--- src/rtl/event_counter_pkg.sv ---
// event_counter_pkg: shared mode encoding, key indices and debounce default
package event_counter_pkg;

    localparam logic [1:0] IDLE = 2'b00;
    localparam logic [1:0] RUN  = 2'b01;
    localparam logic [1:0] HOLD = 2'b10;
    localparam logic [1:0] SAT  = 2'b11;

    localparam int DEF_DEBOUNCE_CYCLES = 500000;

    localparam int KEY_COUNT = 0;
    localparam int KEY_CLEAR = 1;
    localparam int KEY_HOLD  = 2;
    localparam int NUM_KEYS  = 3;

endpackage

--- src/rtl/key_debounce.sv ---
// key_debounce: synchronise, debounce and arm one active-low key, emitting a one-cycle press pulse
module key_debounce
    import event_counter_pkg::*;
#(
    parameter int DEBOUNCE_CYCLES = DEF_DEBOUNCE_CYCLES
) (
    input  logic i_clk,
    input  logic i_rst,
    input  logic i_key_n,
    output logic o_press
);

    localparam int CW = $clog2(DEBOUNCE_CYCLES + 2);

    logic [1:0]    r_sync;
    logic          r_level;
    logic          r_level_d;
    logic          r_arm;
    logic [CW-1:0] r_cnt;
    logic [CW-1:0] r_acnt;
    logic          w_in;
    logic          w_differ;
    logic          w_released;
    logic          w_flip;

    assign w_in       = r_sync[1];
    assign w_differ   = w_in != r_level;
    assign w_released = r_level & w_in;
    assign w_flip     = w_differ && r_cnt == CW'(DEBOUNCE_CYCLES - 1);

    // Arming needs more agreeing cycles than the synchroniser reset values can fake
    always_ff @(posedge i_clk) begin
        if (i_rst) begin
            r_sync    <= 2'b11;
            r_level   <= 1'b1;
            r_level_d <= 1'b1;
            r_arm     <= 1'b0;
            r_cnt     <= '0;
            r_acnt    <= '0;
        end else begin
            r_sync    <= {r_sync[0], i_key_n};
            r_level_d <= r_level;
            r_cnt     <= (w_differ && !w_flip) ? r_cnt + CW'(1) : '0;
            r_level   <= w_flip ? ~r_level : r_level;
            r_acnt    <= (w_released && !r_arm) ? r_acnt + CW'(1) : '0;
            r_arm     <= r_arm | (w_released && r_acnt == CW'(DEBOUNCE_CYCLES));
        end
    end

    assign o_press = r_arm & r_level_d & ~r_level;

endmodule

--- src/rtl/event_counter_ctrl.sv ---
// event_counter_ctrl: debounced key arbitration and mode FSM driving counter increment/clear strobes
module event_counter_ctrl
    import event_counter_pkg::*;
#(
    parameter int DEBOUNCE_CYCLES = DEF_DEBOUNCE_CYCLES,
    parameter int CNT_W           = 10,
    parameter int LIMIT           = 1023
) (
    input  logic             CLOCK_50,
    input  logic             reset,
    input  logic             key_count_n,
    input  logic             key_clear_n,
    input  logic             key_hold_n,
    input  logic             event_ok,
    input  logic [CNT_W-1:0] cnt_value,
    output logic             cnt_inc,
    output logic             cnt_clr,
    output logic [1:0]       state,
    output logic             saturated
);

    logic [NUM_KEYS-1:0] w_keys_n;
    logic [NUM_KEYS-1:0] w_press;
    logic [1:0]          r_ok_sync;
    logic [1:0]          r_state;
    logic [1:0]          r_resume;
    logic [1:0]          w_next;
    logic [1:0]          w_resume_next;
    logic                r_inc;
    logic                r_clr;
    logic                w_inc;
    logic                w_clr;
    logic                w_do_hold;
    logic                w_do_cnt;
    logic                w_full;

    assign w_keys_n[KEY_COUNT] = key_count_n;
    assign w_keys_n[KEY_CLEAR] = key_clear_n;
    assign w_keys_n[KEY_HOLD]  = key_hold_n;

    for (genvar k = 0; k < NUM_KEYS; k++) begin : g_key
        key_debounce #(.DEBOUNCE_CYCLES(DEBOUNCE_CYCLES)) u_db (
            .i_clk   (CLOCK_50),
            .i_rst   (reset),
            .i_key_n (w_keys_n[k]),
            .o_press (w_press[k])
        );
    end

    // Clear beats hold beats count; losers are simply dropped
    assign w_clr     = w_press[KEY_CLEAR];
    assign w_do_hold = w_press[KEY_HOLD] & ~w_clr;
    assign w_do_cnt  = w_press[KEY_COUNT] & ~w_clr & ~w_press[KEY_HOLD] & r_ok_sync[1];
    assign w_full    = r_state == RUN && cnt_value == CNT_W'(LIMIT);

    always_comb begin
        w_next        = r_state;
        w_resume_next = r_resume;
        w_inc         = 1'b0;
        if (w_clr) begin
            w_next        = IDLE;
            w_resume_next = IDLE;
        end else if (w_do_hold) begin
            w_next        = (r_state == HOLD) ? r_resume : HOLD;
            w_resume_next = (r_state == HOLD) ? r_resume : r_state;
        end else if (w_do_cnt && (r_state == IDLE || r_state == RUN)) begin
            w_inc  = !w_full;
            w_next = w_full ? SAT : RUN;
        end
    end

    always_ff @(posedge CLOCK_50) begin
        if (reset) begin
            r_state   <= IDLE;
            r_resume  <= IDLE;
            r_inc     <= 1'b0;
            r_clr     <= 1'b0;
            r_ok_sync <= 2'b00;
        end else begin
            r_state   <= w_next;
            r_resume  <= w_resume_next;
            r_inc     <= w_inc;
            r_clr     <= w_clr;
            r_ok_sync <= {r_ok_sync[0], event_ok};
        end
    end

    assign cnt_inc   = r_inc;
    assign cnt_clr   = r_clr;
    assign state     = r_state;
    assign saturated = r_state == SAT || (r_state == HOLD && r_resume == SAT);

endmodule

--- config.mk ---
export PLATFORM = sky130hd
export DESIGN_NAME = event_counter_ctrl
export DESIGN_NICKNAME = d
export VERILOG_FILES = /design/src/rtl/event_counter_pkg.sv /design/src/rtl/key_debounce.sv /design/src/rtl/event_counter_ctrl.sv
export SDC_FILE = /design/constraint.sdc
export NUM_CORES = 1
export LEC_CHECK = 0
export ABC_AREA = 1
export BUFFER_PORTS_ARGS = -buffer_cell sky130_fd_sc_hd__buf_4
export CAP_MARGIN = 15
export CORE_MARGIN = 1.5
export CORE_UTILIZATION = 35
export DETAILED_ROUTE_END_ITERATION = 16
export PLACE_DENSITY = 0.57
export SKIP_CTS_REPAIR_TIMING = 1
export SLEW_MARGIN = 20
export SYNTH_ARGS = -nofsm -noshare
export SYNTH_HDL_FRONTEND = slang
export SYNTH_HIERARCHICAL = 1
export SYNTH_SLANG_ARGS = --single-unit
--- constraint.sdc ---
create_clock -name CLOCK_50 -period 3.4 [get_ports CLOCK_50]
set_input_delay 0.68 -clock CLOCK_50 [delete_from_list [all_inputs] [get_ports CLOCK_50]]
set_output_delay 0.68 -clock CLOCK_50 [all_outputs]
set_load 0.02 [all_outputs]
==> impl_metrics.tcl <==
set metrics [dict create \
    crit_required_ns 2.72 \
    fin_cells 1319 \
    multi_input_area_um2 3560 \
    period_minus_slack_ns 1.99 \
    overflow 0 \
    drt_iter0_markers 358 \
    ir_worst_vdd_v 0.000299 \
    synth_area_leaders "dfxtp_1 40%, nand2_1 13%, nor2_1 11%" \
    crit_arrival_ns 1.31 \
    std_cell_rows 50 \
    synth_area_leader_cell "dfxtp_1" \
    max_slew_margin 0.712 \
    io_pins 21 \
    netlist.area_leader.share 0.400 \
    crit_path_start_kind "register" \
    antenna_found_initial 0 \
    synth_cell_types 29 \
    path_cells "inv_1 -> a21oi_1 -> buf_4" \
    async_flop_share 0 \
    seq_area_um2 2740 \
    worst_slew_pin_slew_ns 0.431 \
    p_leak_nw 2.82 \
    critPathMaxStageDelay_ns 0.40 \
    outcome "finished clean" \
    crit_slowest_cell "dfxtp_1" \
    die_area_um2 20400 \
    hold_viol 0 \
    grt_max_degree 19 \
    setup_tns_ns 0 \
    whs_ns 0.400 \
    cap_violations 0 \
    power_density_nw_per_um2 473 \
    fin_nets 1074 \
    num_vias 5995 \
    syn_nets 1038 \
    cts-root-buf "clkbuf_16" \
    cp_top_family "flip-flops" \
    clock_sinks 137 \
    utilization 0.420 \
    gp_congestion 0.847 \
    cp-end-kind "primary output" \
    wl_per_cell_um 10.6 \
    diodes 0 \
    rsz0062_at_grt "false" \
    synthTopCellsByCount "233 x nand2_1, 208 x nor2_1, 137 x dfxtp_1" \
    grt_pass1_wl_um 23500 \
    clk_pin_slew_ns 0.06 \
    finClkSkew_ns 0.00682 \
    min_path_type "register to register" \
    fmax_mhz 503 \
    syn_inst 1010 \
    synth_warnings 6 \
    start_util 0.361 \
    cts_max_path_buffers 2 \
    syn_area_per_cell_um2 6.78 \
    viasPerCell 4.55 \
    synth_edf_count 0 \
    cts_tree "built" \
    wl_um 13900 \
    grt_pass1_vias 5217 \
    maxSlewViolCount 0 \
    drc_errors 0 \
    area_growth_pct 16.1 \
    nFillCells 1947 \
    dp.cells 1287 \
    grt_usage 0.144 \
    final_layout_size_suffix_gt1_frac 0.102 \
    finalSetupViolCount 0 \
    die_y_um 143 \
    core_um2 19000 \
    synth-seq-cells 137 \
    synth_most_common_cell "nand2_1" \
    synth-main-ff-cell "dfxtp_1" \
    dp_hpwl_um 10300 \
    clk_latency_ns 0.42 \
    seq_area_frac_synth 0.400 \
    ant_nets 0 \
    crit_buf_inv 2 \
    portBuffers 20 \
    post-route-period-util 0.585 \
    htreeDepth 4 \
    critPathMaxFanout 5 \
    drt-pass1-iter-count 5 \
    cts-buffers-inserted 17 \
    synth_area_um2 6850 \
    crit_type "register to primary output" \
    die_w_um 143 \
]
cell families (layout without fill, tap and decap cells):
group | after synthesis | count (layout) | synth area share
adders and majority gates | 12 | 12 | 0.0219
AOI/OAI and AO/OA | 92 | 92 | 0.0745
buffers and inverters | 139 | 188 | 0.0800
DFF | 137 | 137 | 0.400
and+or+nand+nor | 603 | 603 | 0.389
xor gates and xnor gates | 27 | 27 | 0.0345
worst reg2reg max path, cell delays in order, from the launching register on:
cell,delay [ns]
dfxtp_1,0.40
ha_1,0.23
nand3_2,0.16
clkinv_2,0.10
nand3_2,0.12
o21bai_4,0.38
nor2_1,0.09
power by group:
group	switching (mW)	internal [mW]
sequential	0.0102	1.62
combinational	0.0502	0.0371
clock	0.721	1.33
total	0.781	2.98
flip-flops by register name, indices dropped and copies added, names as in the netlist:
register and count:
r_resume 2, g_key.u_db/r_cnt 57, g_key.u_db/r_arm 3, g_key.u_db/r_level 3, g_key.u_db/r_level_d 3, g_key.u_db/r_sync 6
state 2, r_ok_sync 2, g_key.u_db/r_acnt 57, cnt_inc 1, cnt_clr 1
through the flow:
stage	setup slack (ns)	cell area [um^2]	power, mW
after CTS	1.33	7950	3.82
after floorplan	1.79	6850	1.72
after global placement	1.56	7290	1.75
final	1.41	7950	3.76
after global routing	1.32	7950	3.90
after detailed placement	1.52	7290	1.75
cell type report:
type | count | area share
well taps | 260 | 0.0409
inverters | 136 | 0.0647
flip-flops and latches | 137 | 0.345
repair buffers | 20 | 0.0189
multi-input cells | 734 | 0.448
clock inverters | 14 | 0.0277
clock buffers | 18 | 0.0552
routing by layer:
layer | vias up | wire length [um] | global-route usage
met5 | - | 0 | 0
met4 | 0 | 204 | 0.0570
met3 | 19 | 525 | 0.0366
met2 | 110 | 6100 | 0.222
met1 | 2618 | 7090 | 0.191
li1 | 3248 | - | -
final timing paths:
path	startpoint	end	slack, ns	cells past startpoint
worst min-delay path	r_ok_sync[0]	r_ok_sync[1]	0.40	2
worst max register to register	g_key[0].u_db/r_cnt[0]	g_key[0].u_db/r_cnt[9]	1.80	6
worst max-delay path	state[0]	saturated	1.41	3
worst min register to register	r_ok_sync[0]	r_ok_sync[1]	0.40	2
placed cells by master (no fill, tap or decap), drive strengths merged, types with 16 or more instances in the layout:
master  synthesis  final
a21oi          51     51
buf             3     20
clkbuf          0     18
dfxtp         137    137
inv           130    132
nand2         242    242
nand3          79     79
nand4          16     16
nor2          227    227
nor3           21     21
o21ai          34     34
xor2           21     21
Power figures use the tool's default switching activity.
